[config.mk]
export PLATFORM = sky130hd
export DESIGN_NAME = pipe_stage_reg
export DESIGN_NICKNAME = d
export VERILOG_FILES = /design/src/rtl/pipe_stage_reg_pkg.sv /design/src/rtl/pipe_stage_reg_skid_buffer_2e.sv /design/src/rtl/pipe_stage_reg.sv
export SDC_FILE = /design/constraint.sdc
export NUM_CORES = 1
export LEC_CHECK = 0
export CORE_MARGIN = 2
export CORE_UTILIZATION = 56
export CTS_CLUSTER_SIZE = 16
export DETAILED_ROUTE_END_ITERATION = 10
export GPL_ROUTABILITY_DRIVEN = 1
export PLACE_DENSITY = 0.89
export SLEW_MARGIN = 40
export SYNTH_ARGS = -nofsm -noshare
export SYNTH_HDL_FRONTEND = slang
export SYNTH_SLANG_ARGS = --single-unit
[constraint.sdc]
create_clock -name clk -period 3.2 [get_ports clk]
set_clock_uncertainty 0.15 [all_clocks]
set_input_delay 0.48 -clock clk [delete_from_list [all_inputs] [get_ports clk]]
set_output_delay 0.48 -clock clk [all_outputs]
set_load 0.05 [all_outputs]
[src/rtl/pipe_stage_reg_pkg.sv]
// ============================================================================
// Module  : pipe_stage_reg_pkg
// Purpose : Shared settings for the pipeline stage register. This file holds
//           the default word width and the bubble instruction, plus the types
//           and helpers used by pipe_stage_reg and skid_buffer_2e.
// Ports   : none (package)
// Rev     : 1.0  initial release
// ============================================================================
`ifndef WORD_WIDTH
`define WORD_WIDTH 32
`endif

`ifndef NOP_INSTR
`define NOP_INSTR 32'h0000_0013
`endif

`default_nettype none

package pipe_stage_reg_pkg;

  // Occupancy state of the two-slot elastic buffer
  localparam int unsigned PSR_STATE_W = 2;
  typedef logic [PSR_STATE_W-1:0] psr_state_t;

  // Width of one beat when pc and instruction travel side by side
  function automatic int unsigned psr_beat_width(input int unsigned w);
    return 2 * w;
  endfunction

endpackage

`default_nettype wire

[src/rtl/pipe_stage_reg_skid_buffer_2e.sv]
// ============================================================================
// Module  : skid_buffer_2e
// Purpose : Generic two-entry elastic buffer with a registered ready output
//           and a synchronous flush. The main slot drives the output; the
//           skid slot catches the single beat that arrives in the cycle
//           where backpressure has not yet reached the registered ready.
// Ports   : clk, rst        clock / synchronous active-high reset
//           flush_i         empty both slots at the next edge (data held)
//           in_valid_i      upstream offers in_data_i
//           in_ready_o      registered; 1 unless both slots are occupied
//           in_data_i       incoming beat (W bits)
//           out_valid_o     main slot holds a live entry
//           out_ready_i     downstream consumes this cycle
//           out_data_o      main slot contents (W bits)
// Rev     : 1.0  initial release
// ============================================================================
`default_nettype none

module skid_buffer_2e
  import pipe_stage_reg_pkg::*;
#(
  parameter int unsigned W = 64
) (
  input  logic         clk,
  input  logic         rst,
  input  logic         flush_i,
  input  logic         in_valid_i,
  output logic         in_ready_o,
  input  logic [W-1:0] in_data_i,
  output logic         out_valid_o,
  input  logic         out_ready_i,
  output logic [W-1:0] out_data_o
);

  // Occupancy encoding: EMPTY (no entries), FULL (main only), BUSY (main+skid)
  localparam logic [1:0] ST_EMPTY = 2'b00;
  localparam logic [1:0] ST_FULL  = 2'b01;
  localparam logic [1:0] ST_BUSY  = 2'b10;

  psr_state_t   state_q,     state_d;
  logic         in_ready_q,  in_ready_d;
  logic         out_valid_q, out_valid_d;
  logic [W-1:0] main_q,      main_d;
  logic [W-1:0] skid_q,      skid_d;

  logic accept;
  logic consume;

  assign accept  = in_valid_i & in_ready_q;
  assign consume = out_valid_q & out_ready_i;

  always_comb begin
    state_d = state_q;
    main_d  = main_q;
    skid_d  = skid_q;

    if (flush_i) begin
      // Flush beats any transfer; slot data is left in place so the
      // downstream pc field does not glitch.
      state_d = ST_EMPTY;
    end else begin
      case (state_q)
        ST_EMPTY: begin
          if (accept) begin
            main_d  = in_data_i;
            state_d = ST_FULL;
          end
        end
        ST_FULL: begin
          if (accept && consume) begin
            main_d = in_data_i;
          end else if (accept) begin
            skid_d  = in_data_i;
            state_d = ST_BUSY;
          end else if (consume) begin
            state_d = ST_EMPTY;
          end
        end
        ST_BUSY: begin
          // in_ready is low here, so only the drain of main can happen;
          // the skid entry moves up behind it to keep arrival order.
          if (consume) begin
            main_d  = skid_q;
            state_d = ST_FULL;
          end
        end
        default: begin
          state_d = ST_EMPTY;
        end
      endcase
    end

    // Both handshake outputs are decoded from the next state so that they
    // leave the block straight from flops.
    in_ready_d  = (state_d != ST_BUSY);
    out_valid_d = (state_d != ST_EMPTY);
  end

  always_ff @(posedge clk) begin
    if (rst) begin
      state_q     <= ST_EMPTY;
      in_ready_q  <= 1'b1;
      out_valid_q <= 1'b0;
      main_q      <= '0;
      skid_q      <= '0;
    end else begin
      state_q     <= state_d;
      in_ready_q  <= in_ready_d;
      out_valid_q <= out_valid_d;
      main_q      <= main_d;
      skid_q      <= skid_d;
    end
  end

  assign in_ready_o  = in_ready_q;
  assign out_valid_o = out_valid_q;
  assign out_data_o  = main_q;

endmodule

`default_nettype wire

[src/rtl/pipe_stage_reg.sv]
// ============================================================================
// Module  : pipe_stage_reg
// Purpose : Elastic pipeline stage register carrying pc and instruction
//           between CPU stages. Valid/ready handshake with a registered
//           in_ready, one-entry skid, synchronous flush inserting a NOP
//           bubble, and a saturating stall counter.
// Ports   : clk, rst          clock / synchronous active-high reset
//           flush             kill stage contents at the next edge
//           in_valid/in_ready upstream handshake (in_ready registered)
//           pc_in             incoming pc            (WIDTH)
//           instruction_in    incoming instruction   (WIDTH)
//           out_valid/out_ready downstream handshake
//           pc                registered pc          (WIDTH)
//           instruction       registered instruction, NOP_INSTR when idle
//           stall_cnt         saturating count of stalled output cycles
// Rev     : 1.0  initial release
// ============================================================================
`default_nettype none

module pipe_stage_reg
  import pipe_stage_reg_pkg::*;
#(
  parameter int unsigned         WIDTH     = `WORD_WIDTH,
  parameter logic [WIDTH-1:0]    NOP_INSTR = `NOP_INSTR,
  parameter int unsigned         CNT_WIDTH = 16
) (
  input  logic                 clk,
  input  logic                 rst,
  input  logic                 flush,
  input  logic                 in_valid,
  output logic                 in_ready,
  input  logic [WIDTH-1:0]     pc_in,
  input  logic [WIDTH-1:0]     instruction_in,
  output logic                 out_valid,
  input  logic                 out_ready,
  output logic [WIDTH-1:0]     pc,
  output logic [WIDTH-1:0]     instruction,
  output logic [CNT_WIDTH-1:0] stall_cnt
);

  localparam int unsigned BEAT_W = psr_beat_width(WIDTH);

  logic [BEAT_W-1:0]    beat_in;
  logic [BEAT_W-1:0]    beat_out;
  logic                 buf_valid;
  logic [CNT_WIDTH-1:0] stall_cnt_q, stall_cnt_d;

  // pc occupies the upper half of the beat, instruction the lower half
  assign beat_in = {pc_in, instruction_in};

  skid_buffer_2e #(
    .W (BEAT_W)
  ) u_skid (
    .clk         (clk),
    .rst         (rst),
    .flush_i     (flush),
    .in_valid_i  (in_valid),
    .in_ready_o  (in_ready),
    .in_data_i   (beat_in),
    .out_valid_o (buf_valid),
    .out_ready_i (out_ready),
    .out_data_o  (beat_out)
  );

  assign out_valid = buf_valid;
  assign pc        = beat_out[BEAT_W-1:WIDTH];

  // Bubble substitution: both inputs to this mux are flops, so no input
  // reaches the instruction output combinationally.
  assign instruction = buf_valid ? beat_out[WIDTH-1:0] : NOP_INSTR;

  // Stall counter: one count per cycle the output is held, sticking at
  // all-ones; only reset clears it.
  always_comb begin
    stall_cnt_d = stall_cnt_q;
    if (buf_valid && !out_ready && (stall_cnt_q != {CNT_WIDTH{1'b1}})) begin
      stall_cnt_d = stall_cnt_q + {{(CNT_WIDTH-1){1'b0}}, 1'b1};
    end
  end

  always_ff @(posedge clk) begin
    if (rst) begin
      stall_cnt_q <= '0;
    end else begin
      stall_cnt_q <= stall_cnt_d;
    end
  end

  assign stall_cnt = stall_cnt_q;

endmodule

`default_nettype wire

==> metrics, run 1 <==
outcome=completed; Peak Freq=0.3686 GHz; estimated wirelength of the detail-placed design=11380 um; Seq cells post-synth=148; post-synthesis sequential area ratio=0.4097; Post-Syn Nets=834; setup bufs post-CTS=0; First-pass DRT Iterations=5; Max Cap Viol=0; Primary FF master, synth=dfxtp_1; Post-Route WL=17310 um; WP data arrival=2.08 ns; most frequent cells after synthesis=dfxtp_1, nand2_1, a21oi_1; Setup WS pre-CTS=0.4800 ns; ratio of cells with drive above 1 in the final layout=0.1837; CP endpoint kind=output pin; Pwr per Cell Area=499.0 nW/um2; drt drc=0; Post-synth EDFFs=0; Core Area=12620 um2; initial DRC count=317; clk buf depth=2; synthesized instance count=764; most common cell in the synthesized netlist=dfxtp_1; Port Buffers=150; H-tree depth=4; RSZ-0062 raised after global routing=no; total I/O pin count=151; Chip Height=117.6 um; CP max-delay cell=clkdlybuf4s50_1; synth top area cells=dfxtp_1, a311oi_2, mux2i_1; clk slew on worst S/H paths=0.06 ns; Antenna diodes=0; fraction of registers with async set/reset=0; max-slew violations=0; share of the synthesized area in the top cell type=0.4097; Worst setup SP type=flip-flop; synth-to-layout area growth=26.33%; largest net degree at the start of global routing=66; Worst path max stage delay=0.81 ns; crit path max fanout=39; total gr overflow=0; via count=5994; Hold Worst Slack=0.2605 ns; final hold violation count=0; area leader, netlist=dfxtp_1; Total Nets Final=919; mapped cell area=7232 um2; Clk Latency, worst-skew pair=0.42 ns; vias in the first global route=5885; final design utilization=0.7240; crit share post-route=0.8479; Total GRT Usage=0.2509; gp weighted congestion=0.8373; Sink Count=148; Mapped Avg Cell Area=9.466 um2; row cnt=41; Die Span X=117.6 um; Tot Pwr=4.559 mW; Ys Warns=0; Worst VDD drop=0.3300 mV; Initial Utilization=0.5731; initial antenna violation count=0; vias per cell=5.808; Avg WL per Cell=16.77 um; post-CTS resize count=0; worst slew pin tran=0.6987 ns; leakage=3.418 nW; final setup fails=0; setup_tns=0 ns; Final min period=2.713 ns; Die Footprint=13840 um2; first-pass GRT wire length=28520 um; critical path, cell by cell=buf_4 > and2_1 > clkdlybuf4s50_1; PnR worst setup slack=0.4867 ns; Worst slew margin=0.5342; post-synth cell types=44; hold buffers post-CTS=0; Routed Antenna Nets=0; CTS Buf Count=17; Hold Crit Class=in2reg; kind of critical path=reg2out; CTS tree=done; Root Driver=clkbuf_16; worst path required time=2.57 ns
==> worst max-delay path: cells and delay by family, from the launching register on <==
family / cells / cell delay [ns]
buf+inv: 2 / 1.13
flops: 1 / 0.30
simple gates: 1 / 0.21
==> stage by stage <==
stage / cells / area, um2
after floorplan: 764 / 7232
after global placement: 1002 / 8568
after detailed placement: 1002 / 8568
after CTS: 1032 / 9136
after global routing: 1032 / 9136
final: 1032 / 9136
==> power breakdown <==
part           leakage [nW]  internal [mW]  switching [mW]
clock                 0.287           1.16           0.707
combinational          1.93          0.293           0.429
sequential             1.21           1.92          0.0472
total                  3.42           3.38            1.18
==> path summary, 6_finish.rpt <==
kind	cells past startpoint	to	slack, ns	startpoint
setup / recovery	3	instruction[22]	0.49	u_skid.out_valid_o
hold / removal	2	stall_cnt[8]	0.26	rst
hold reg to reg	2	u_skid.skid_q[18]	0.30	u_skid.skid_q[18]
setup reg to reg	5	u_skid.out_data_o[1]	0.76	u_skid.state_q[1]
==> kinds of logic (layout without fill, tap and decap cells) <==
family | after synthesis | count (layout) | synth area share
AOI/OAI and AO/OA | 223 | 223 | 0.2657
and+or+nand+nor | 217 | 217 | 0.1415
DFF | 148 | 148 | 0.4097
buffers and inverters | 106 | 202 | 0.08547
muxes | 68 | 68 | 0.09464
adders and majority gates | 1 | 1 | 0.001730
xor gates and xnor gates | 1 | 1 | 0.001211
==> cell type report <==
cell class | count | area (um2)
multi-input cells | 510 | 3661
fillers | 902 | 3483
flip-flops and latches | 148 | 2963
repair buffers | 167 | 1705
clock buffers | 27 | 553.0
well taps | 172 | 215.2
inverters | 5 | 23.77
clock inverters | 3 | 15.01
==> cells in the final DEF (no fill, tap or decap), types with 6 or more instances in the layout <==
cell type | Yosys | layout
clkbuf_16 | 0 | 17
buf_12 | 0 | 6
clkdlybuf4s50_1 | 0 | 149
nor2_1 | 6 | 6
nand2_1 | 138 | 138
buf_4 | 34 | 11
a21oi_2 | 50 | 50
a311oi_1 | 15 | 15
clkbuf_8 | 0 | 9
mux2i_1 | 65 | 65
nand3_1 | 7 | 7
nor2b_1 | 6 | 6
a311oi_2 | 50 | 50
dfxtp_1 | 148 | 148
and2_1 | 29 | 29
a21oi_1 | 90 | 90
==> per-layer routing <==
| metal | track usage | part of all wire |
|---|---|---|
| met1 | 0.2966 | 0.42 |
| met2 | 0.4331 | 0.50 |
| met3 | 0.05572 | 0.049 |
| met4 | 0.1160 | 0.032 |
| met5 | 0 | 0 |
==> flip-flops by register name, summed over array words and instances (netlist names) <==
| register | count |
|---|---|
| stall_cnt | 16 |
| u_skid.in_ready_o | 1 |
| u_skid.out_data_o | 64 |
| u_skid.out_valid_o | 1 |
| u_skid.skid_q | 64 |
| u_skid.state_q | 2 |
No activity file was read; power rests on OpenSTA's default activity.
==> run 2, diff against run 1 <==
--- a/config.mk
+++ b/config.mk
@@ -6,11 +6,11 @@
 export NUM_CORES = 1
 export LEC_CHECK = 0
 export CORE_MARGIN = 2
-export CORE_UTILIZATION = 56
+export CORE_UTILIZATION = 47
 export CTS_CLUSTER_SIZE = 16
 export DETAILED_ROUTE_END_ITERATION = 10
 export GPL_ROUTABILITY_DRIVEN = 1
-export PLACE_DENSITY = 0.89
+export PLACE_DENSITY = 0.8
 export SLEW_MARGIN = 40
 export SYNTH_ARGS = -nofsm -noshare
 export SYNTH_HDL_FRONTEND = slang
==> constraint.sdc (replaced) <==
create_clock -name clk -period 2.4 [get_ports clk]
set_clock_uncertainty 0.15 [all_clocks]
set_input_delay 0.36 -clock clk [delete_from_list [all_inputs] [get_ports clk]]
set_output_delay 0.36 -clock clk [all_outputs]
set_load 0.05 [all_outputs]
==> metrics, run 2 (synthesized netlist as in run 1, its figures left out) <==
first-pass GRT wire length=26670 um; sequential share of power=0.420; buffers plus inverters on the worst setup path=1; leakage=3.616 nW; setup bufs post-CTS=0; Pwr per Cell Area=650.6 nW/um2; clk slew on worst S/H paths=0.06 ns; Root Driver=clkbuf_16; CP max-delay cell=clkdlybuf4s50_1; vias per cell=5.520; worst slew pin tran=0.6001 ns; via count=5824; met3 wire length=617 um; max-slew violations=0; RSZ-0062 raised after global routing=no; largest net degree at the start of global routing=79; CTS Buf Count=17; total gr overflow=0; First-pass DRT Iterations=4; CP delay by family, top=buffers and inverters; post-CTS resize count=0; Worst setup SP type=flip-flop; Final Instance Area=9575 um2; Final min period=2.246 ns; initial antenna violation count=0; Met1 Wirelength=7573 um; Tot Pwr=6.229 mW; clk buf depth=2; top sig layer=met4; drt drc=0; Antenna diodes=0; crit share post-route=0.9360; critical path, cell by cell=clkdlybuf4s50_1; Port Buffers=150; Routed Antenna Nets=0; Sink Count=148; setup_tns=0 ns; switching share of total power=0.2553; worst path required time=1.89 ns; most common cell after layout, fill and taps aside=dfxtp_1; Post-Route WL=16590 um; outcome=completed; Initial Utilization=0.4775; Total GRT Usage=0.2029; Gate power share=0.160; hold buffers post-CTS=0; Avg WL per Cell=15.73 um; Max Cap Viol=0; DP Area=8996 um2; CP endpoint kind=output pin; P_int=4.639 mW; initial DRC count=399; Peak Freq=0.4452 GHz; kind of critical path=reg2out; WP data arrival=1.74 ns; CTS tree=done; Clk pwr share=0.419; total I/O pin count=151; final hold violation count=0; estimated wirelength of the detail-placed design=10840 um; H-tree depth=4; Hold Crit Class=in2reg; ratio of cells with drive above 1 in the final layout=0.2249; final setup fails=0; row cnt=45; gp weighted congestion=0.7712; met2 WL=8013 um; Die Span X=128.0 um; Worst slew margin=0.5999; Worst path max stage delay=0.86 ns; crit path max fanout=7; Core Area=15150 um2; Total Nets Final=926; vias in the first global route=5387; Clk Latency, worst-skew pair=0.42 ns; Worst VDD drop=0.4520 mV; net switching power figure=1.590 mW; Chip Height=128.0 um; Die Footprint=16400 um2; synth-to-layout area growth=32.40%; most frequent cells in the layout=dfxtp_1, nand2_1, clkdlybuf4s50_1
run 2: cell type report:
type                    instances  area, um2
inverters                       5      23.77
well taps                     188      235.2
flip-flops and latches        148       2963
multi-input cells             510       3661
repair buffers                174       2113
fillers                      1234       5570
clock buffers                  26      509.2
clock inverters                 4      70.07
run 2: through the flow:
stage | std cells | utilization | hold slack, ns | worst slack, ns
2_1_floorplan | 764 | - | 0.2857 | 0.2685
3_3_place_gp | 1025 | 0.5940 | 0.2905 | 0.1179
3_5_place_dp | 1025 | 0.5940 | 0.2956 | -0.001912
4_1_cts | 1055 | 0.6322 | 0.04482 | 0.1187
5_1_grt | 1055 | 0.6322 | 0.07177 | 0.06371
6_report | 1055 | 0.6322 | 0.06116 | 0.1537
run 2: path summary, 6_finish.rpt:
check / startpoint / end / slack, ns / cells past startpoint
setup / recovery: stall_cnt[8] / stall_cnt[8] / 0.15 / 1
hold / removal: rst / stall_cnt[13] / 0.06 / 2
setup reg to reg: u_skid.out_valid_o / u_skid.out_data_o[6] / 0.36 / 6
hold reg to reg: u_skid.skid_q[63] / u_skid.skid_q[63] / 0.30 / 2
run 2: per-layer routing:
layer  vias up  global-route usage
li1       2883                   -
met1      2783              0.2640
met3        25             0.03840
met5         -                   0
met4         0             0.08727
met2       133              0.3303
run 2: power groups by stage:
stage | combinational [mW] | clock, mW | sequential, mW
floorplan | 0.694 | 0 | 2.66
global route | 1.06 | 2.77 | 2.63
finish | 0.998 | 2.61 | 2.62
detailed placement | 1.00 | 0 | 2.67
CTS | 1.00 | 2.66 | 2.62
global placement | 0.983 | 0 | 2.67
==> run 3, diff against run 2 <==
--- a/config.mk
+++ b/config.mk
@@ -11,6 +11,7 @@
 export DETAILED_ROUTE_END_ITERATION = 10
 export GPL_ROUTABILITY_DRIVEN = 1
 export PLACE_DENSITY = 0.8
+export SETUP_SLACK_MARGIN = 0.3
 export SLEW_MARGIN = 40
 export SYNTH_ARGS = -nofsm -noshare
 export SYNTH_HDL_FRONTEND = slang
==> metrics, run 3 (synthesized netlist as in run 1, its figures left out) <==
outcome=completed; reg-to-reg endpoint=stall_cnt[13]; Chip Height=128.0 um; Antenna diodes=0; most common cell after layout, fill and taps aside=dfxtp_1; Root Driver=clkbuf_16; row cnt=45; Pwr per Cell Area=663.8 nW/um2; First-pass DRT Iterations=4; Worst VDD drop=0.4899 mV; Final Instance Area=9638 um2; largest net degree at the start of global routing=81; slack of the worst reg-to-reg path=0.50 ns; Post-Route WL=16990 um; vias in the first global route=5413; kind of critical path=reg2out; PnR worst setup slack=0.4041 ns; crit path capture=instruction[9]; Hold Worst Slack=0.2733 ns; Setup WS pre-CTS=0.09494 ns; worst path required time=1.89 ns; total I/O pin count=151; Total GRT Usage=0.2099; CTS Buf Count=17; Worst slew margin=0.5355; WP data arrival=1.49 ns; final setup fails=0; DP Area=9036 um2; Core Area=15150 um2; clk slew on worst S/H paths=0.06 ns; CTS tree=done; setup_tns=0 ns; clk buf depth=2; reg2reg start=stall_cnt[0]; vias per cell=5.476; setup bufs post-CTS=0; via count=5788; gp weighted congestion=0.8191; Port Buffers=150; synth-to-layout area growth=33.27%; first-pass GRT wire length=27430 um; most frequent cells in the layout=dfxtp_1, nand2_1, a21oi_1; worst slew pin tran=0.6967 ns; initial DRC count=560; drt drc=0; Final min period=1.996 ns; H-tree depth=4; RSZ-0062 raised after global routing=no; initial antenna violation count=0; ratio of cells with drive above 1 in the final layout=0.2336; Worst setup SP type=flip-flop; Peak Freq=0.5010 GHz; max-slew violations=0; critical path startpoint=u_skid.out_valid_o; Max Cap Viol=0; final hold violation count=0; hold buffers post-CTS=0; Clk Latency, worst-skew pair=0.41 ns; estimated wirelength of the detail-placed design=11060 um; R2R depth=5; Routed Antenna Nets=0; Die Span X=128.0 um; Avg WL per Cell=16.07 um; Die Footprint=16400 um2; final design utilization=0.6363; Fillers=1200; crit share post-route=0.8316; Hold Crit Class=in2reg; CP endpoint kind=output pin; Sink Count=148; Total Nets Final=926; Initial Utilization=0.4775; crit path max fanout=32; total gr overflow=0; leakage=3.927 nW
run 3: power by group:
part,internal [mW],switching [mW]
combinational,0.418,0.576
sequential,2.56,0.0622
clock,1.80,0.989
total,4.77,1.63
run 3: how the worst min path moves through the flow:
stage	start	to	slack, ns	depth (start not counted)
3_5_place_dp	u_skid.skid_q[34]	u_skid.skid_q[34]	0.30	2
2_1_floorplan	u_skid.skid_q[0]	u_skid.skid_q[0]	0.29	2
3_3_place_gp	u_skid.skid_q[1]	u_skid.skid_q[1]	0.29	2
6_report	rst	stall_cnt[8]	0.27	2
4_1_cts	rst	stall_cnt[8]	0.27	2
5_1_grt	rst	stall_cnt[8]	0.30	2
run 3: timing repair:
item,CTS,global route
gates resized for setup,45,7
pin swaps,0,0
endpoints found under the setup margin,75,8
run 3: cell type report:
cell class                      count  area (um2)  share of cell area
Sequential cell                   148        2967              0.3078
Tap cell                          188       235.2             0.02441
Clock inverter                      8       120.1             0.01246
Inverter                            5       23.77            0.002467
Timing Repair Buffer              174        2120              0.2199
Multi-Input combinational cell    510        3661              0.3799
Clock buffer                       24       511.7             0.05310
run 3: routing by layer:
metal	track usage	part of all wire	vias to the layer above
met1	0.2650	0.44	2712
met2	0.3463	0.49	163
met3	0.04841	0.053	26
li1	-	-	2887
met4	0.08791	0.019	0
met5	0	0	-
run 3: stage by stage:
step	total power, mW	instances
finish	6.397	1057
global route	6.627	1057
CTS	6.452	1057
detailed placement	3.688	1025
global placement	3.666	1025
floorplan	3.355	764
run 3: critical path, stage by stage (launching register included):
cell     delay [ns]
dfxtp_2        0.45
buf_8          0.23
and2_1         0.23
buf_12         0.15
==> edit 1 (config.mk and constraints of run 1) <==
Set the macro `WORD_WIDTH` to 16 (it was 32).
--- a/src/rtl/pipe_stage_reg_pkg.sv
+++ b/src/rtl/pipe_stage_reg_pkg.sv
@@ -8,5 +8,5 @@
 // ============================================================================
 `ifndef WORD_WIDTH
-`define WORD_WIDTH 32
+`define WORD_WIDTH 16
 `endif
 
Interface: changed (resized instruction, instruction_in, pc and pc_in); port bits go from 151 to 87. The function was not compared with the original's and may differ.
==> edit 1 against run 1 <==
- routed wire length down 48%
- count of clock-buffer cells in the layout decreased by 17
- largest cell class unchanged
- highest routed layer unchanged
- design area fell by 46%
- total power fell by 50%
- area after synthesis shrank 46%
- setup slack lost 0.12 ns
- sequential cell count is 64 lower
- critical path type unchanged
- combinational power shrank 55%
- first-iteration DRC count shrank 34%
- die area down 44%
- global-route usage decreased by 1.0 points
- hold slack better by 0.046 ns
==> edit 1: results (changes against run 1) <==
| Result | This run | Unit | Change |
| --- | --- | --- | --- |
| Clock latency on the worst-skew pair | 0.34 | ns | was 0.42 ns |
| Top area cells in the synthesized netlist | dfxtp_1 43%, a21oi_1 10%, mux2i_1 8.4%, a311oi_1 7.2%, nand2_1 6.6% | - | was dfxtp_1 41%, a311oi_2 10%, mux2i_1 9.0%, nand2_1 7.2%, a21oi_1 6.2% |
| Combined global-route utilization of all metal layers | 24.05 | % | was 25.09% |
| Maximum ir drop on the vdd rail | 317.3 | uV | was 330.0 uV |
| Cts bufs inserted | 9 | - | was 17 |
| Status | finished, final reports clean | - | unchanged |
| Detailed placement HPWL | 5.882 | mm | was 11.38 mm |
| Class of the tightest hold or removal check | flip-flop to flip-flop | - | was input pin to flip-flop |
| Complex-gate fraction of the synthesized area | 21.59 | % | was 26.57% |
| Synthesized-area fraction occupied by adder cells | 0.3194 | % | was 0.1730% |
| Final Wtd Congestion | 0.7985 | - | was 0.8373 |
| Multiplexer area fraction after synthesis | 8.432 | % | was 9.464% |
| Met1 track demand over resource | 31.00 | % | was 29.66% |
| Top cells by count, synth | 84 x dfxtp_1, 81 x a21oi_1, 69 x nand2_1 | - | was 148 x dfxtp_1, 138 x nand2_1, 90 x a21oi_1 |
| Fraction of layout cells with a size suffix above 1 | 8.119 | % | was 18.37% |
| Hold EP | u_skid.skid_q[14] | - | was stall_cnt[8] |
| Slack of the worst reg-to-reg path | 0.82 | ns | was 0.76 ns |
| FF-to-FF End | stall_cnt[11] | - | was u_skid.out_data_o[1] |
| Number of cells on the worst reg-to-reg path | 4 | - | was 5 |
| Final net count | 538 | - | was 919 |
| Mean routed wirelength per cell | 15.03 | um | was 16.77 um |
| Area of placed instances | 4691 | um2 | was 8568 um2 |
| Number of H-tree branching levels | 3 | - | was 4 |
| Parity-gate share of the synthesized area counting xor and xnor cells | 0 | % | was 0.1211% |
| CP Max Fanout | 23 | - | was 39 |
| Start point of the worst hold path | u_skid.skid_q[14] | - | was rst |
| Pin count of the biggest net entering global routing | 41 | - | was 66 |
| Standard cell with the maximum stage delay on the critical path | dfxtp_1 | - | was clkdlybuf4s50_1 |
| Via count of the first global-routing pass | 3,287 | - | was 5,885 |
| CP Data Arrival Time | 2.20 | ns | was 2.08 ns |
| Number of nets produced by synthesis | 482 | - | was 834 |
| Placement-stage worst setup slack | 0.6781 | ns | was 0.4800 ns |
| Distinct cell type count of the synthesized netlist | 39 | - | was 44 |
| Worst relative slew slack | 49.87 | % | was 53.42% |
| Cell type group with the largest total delay on the critical path | flip-flops | - | was buffers and inverters |
| Initial DRT Pass Iterations | 4 | - | was 5 |
## edit 1: worst reg2reg max path: stages (launching register included)
cell	delay [ns]
dfxtp_1	0.81
nor2b_4	0.32
nand4_1	0.36
or4_1	0.53
a21oi_1	0.15
## edit 1: through the flow
stage | hold WS [ns] | instances | total power [mW] | utilization [%]
floorplan | 0.2857 | 444 | 1.354 | -
global placement | 0.2906 | 585 | 1.448 | 69.04
detailed placement | 0.2958 | 585 | 1.457 | 69.04
CTS | 0.3079 | 601 | 2.273 | 72.23
global route | 0.3239 | 601 | 2.349 | 72.23
finish | 0.3064 | 601 | 2.259 | 72.23
## edit 1: worst max path at each step
stage                       start                     to  slack [ns]  cells after the start
2_1_floorplan  u_skid.out_valid_o        instruction[10]        1.01                      3
3_3_place_gp   u_skid.out_valid_o        instruction[12]        0.73                      2
3_5_place_dp            out_ready  u_skid.out_data_o[19]        0.68                      6
4_1_cts        u_skid.out_valid_o        instruction[13]        0.34                      2
5_1_grt        u_skid.out_valid_o        instruction[13]        0.28                      2
6_report       u_skid.out_valid_o        instruction[13]        0.37                      2
## edit 1: where the power goes
group          switching, mW  total, mW  internal [mW]
combinational          0.194      0.326          0.133
clock                  0.384      0.825          0.440
sequential            0.0254       1.11           1.08
## edit 1: cells by family after synthesis
kind of cell	count (synthesis)
muxes	33
adders and majority gates	1
AOI/OAI and AO/OA	134
and+or+nand+nor	131
buffers and inverters	61
DFF	84
## edit 1: area by class of cell
class	count	area [um2]
multi-input cells	299	1897
inverters	7	26.28
clock inverters	6	88.84
repair buffers	99	965.9
well taps	96	120.1
fillers	537	1887
flip-flops and latches	84	1682
clock buffers	10	127.6
## edit 1: metal layers
| metal | share of wire (%) | wire length, um | vias to the layer above |
|---|---|---|---|
| met4 | 1.6 | 143 | 0 |
| met1 | 44 | 3967 | 1679 |
| met3 | 4.7 | 426 | 13 |
| met5 | 0 | 0 | - |
| met2 | 50 | 4495 | 90 |
| li1 | - | - | 1716 |
==> edit 2 (settings of run 1) <==
Made on the original files. Make the reset (`rst`) asynchronous in 2 clocked blocks. Comments in the files are not updated.
--- a/src/rtl/pipe_stage_reg_skid_buffer_2e.sv
+++ b/src/rtl/pipe_stage_reg_skid_buffer_2e.sv
@@ -97,5 +97,5 @@
   end
 
-  always_ff @(posedge clk) begin
+  always_ff @(posedge clk or posedge rst) begin
     if (rst) begin
       state_q     <= ST_EMPTY;
--- a/src/rtl/pipe_stage_reg.sv
+++ b/src/rtl/pipe_stage_reg.sv
@@ -79,5 +79,5 @@
   end
 
-  always_ff @(posedge clk) begin
+  always_ff @(posedge clk or posedge rst) begin
     if (rst) begin
       stall_cnt_q <= '0;
Behaviour: differs if rst is asserted again (counterexample within 4 cycles, from zero or initial values and one cycle with rst high); with rst held inactive, the same outputs for 4 cycles.
==> edit 2 against run 1 <==
- setup slack worse by 0.034 ns
- routed wire length is 9.8% lower
- design area is 0.88% lower
- area after synthesis is 3.3% lower
- highest routed layer unchanged
- sequential cell count stayed put
Power is not compared: it rests on default switching activity, and its combinational part moved more than twofold at a synthesized area within 25%.
==> edit 2: results (changes against run 1) <==
| Result | This run | Unit | Change |
| --- | --- | --- | --- |
| Status | finished, final reports clean | - | unchanged |
| Synthesized-area fraction occupied by adder cells | 0.1789 | % | was 0.1730% |
| Final Wtd Congestion | 0.8319 | - | was 0.8373 |
| Share of async-settable or async-resettable flops after synthesis | 100.0 | % | was 0% |
| Wire length of the first global-routing pass | 25.20 | mm | was 28.52 mm |
| Cell count after synthesis | 641 | - | was 764 |
| Launching point of the worst reg2reg path | u_skid.out_valid_o | - | was u_skid.state_q[1] |
| Hold EP | u_skid.out_data_o[10] | - | was stall_cnt[8] |
| FILL cells | 806 | - | was 902 |
| Parity-gate share of the synthesized area counting xor and xnor cells | 1.878 | % | was 0.1211% |
| Initial DRT Pass Iterations | 4 | - | was 5 |
| Number of nets produced by synthesis | 711 | - | was 834 |
| DR vias/cell | 5.327 | - | was 5.808 |
| CP Max Fanout | 32 | - | was 39 |
| Detailed placement HPWL | 10.10 | mm | was 11.38 mm |
| Routed length on met3 | 728 | um | was 855 um |
| Class of the tightest hold or removal check | flip-flop to flip-flop | - | was input pin to flip-flop |
| Worst-margin pin slew | 0.7457 | ns | was 0.6987 ns |
| Sequential fraction of the synthesis area | 52.97 | % | was 40.97% |
| Met1 track demand over resource | 30.87 | % | was 29.66% |
| Complex-gate fraction of the synthesized area | 0.8945 | % | was 26.57% |
| Met3 Resource Use GR | 4.707 | % | was 5.572% |
| Top area cells in the synthesized netlist | dfrtp_1 53%, mux2_2 20%, nand2_1 11%, buf_4 4.6%, and2_1 2.8% | - | was dfxtp_1 41%, a311oi_2 10%, mux2i_1 9.0%, nand2_1 7.2%, a21oi_1 6.2% |
| Number of cells on the worst reg-to-reg path | 6 | - | was 5 |
| Met2 track demand over resource | 40.82 | % | was 43.31% |
| Start point of the worst hold path | u_skid.out_data_o[10] | - | was rst |
| Final net count | 825 | - | was 919 |
| Die Span X | 115.8 | um | was 117.6 um |
| Number of standard cells in the layout, taps in and fillers out | 936 | - | was 1,032 |
| Mean routed wirelength per cell | 16.68 | um | was 16.77 um |
| Via count of the first global-routing pass | 5,188 | - | was 5,885 |
| Count of routing violations after the opening detailed-route iteration | 305 | - | was 317 |
| FF-to-FF End | u_skid.out_data_o[16] | - | was u_skid.out_data_o[1] |
| Met1 Routed Length | 6.592 | mm | was 7.234 mm |
| Multiplexer area fraction after synthesis | 20.77 | % | was 9.464% |
| CP Data Arrival Time | 2.12 | ns | was 2.08 ns |
| Critical path endpoint | instruction[1] | - | was instruction[22] |
| Pin count of the biggest net entering global routing | 149 | - | was 66 |
| Combined global-route utilization of all metal layers | 24.06 | % | was 25.09% |
| Fraction of layout cells with a size suffix above 1 | 22.66 | % | was 18.37% |
| Top cells by count, synth | 199 x nand2_1, 147 x dfrtp_1, 124 x mux2_2 | - | was 148 x dfxtp_1, 138 x nand2_1, 90 x a21oi_1 |
## edit 2: final cells by class
type                       instances  area share (%)
multi-input combinational        427           31.96
sequential                       148           40.92
tap                              168           2.321
inverter                           2          0.1243
clock buffer                      18           4.739
timing repair buffer             159           17.96
clock inverter                    14           1.976
## edit 2: worst reg2reg max path, delay by kind of cell, from the launching register on
family / cells / cell delay [ns]
muxes: 1 / 0.42
DFF: 1 / 0.66
and+or+nand+nor: 1 / 0.15
AOI/OAI and AO/OA: 2 / 0.34
buffers and inverters: 2 / 0.60
## edit 2: through the flow
step                cell area [um2]  total power [mW]
finish                         9056             7.303
global route                   9056             7.624
CTS                            9026             7.339
detailed placement             8418             5.284
global placement               8418             5.158
floorplan                      6998             4.659
## edit 2: power by group through the flow
stage          registers [mW]  logic [mW]  clock network [mW]
6_report                 2.92        2.34                2.04
3_5_place_dp             2.94        2.34                   0
4_1_cts                  2.92        2.36                2.06
3_3_place_gp             2.88        2.27                   0
2_1_floorplan            2.91        1.75                   0
5_1_grt                  3.00        2.48                2.15
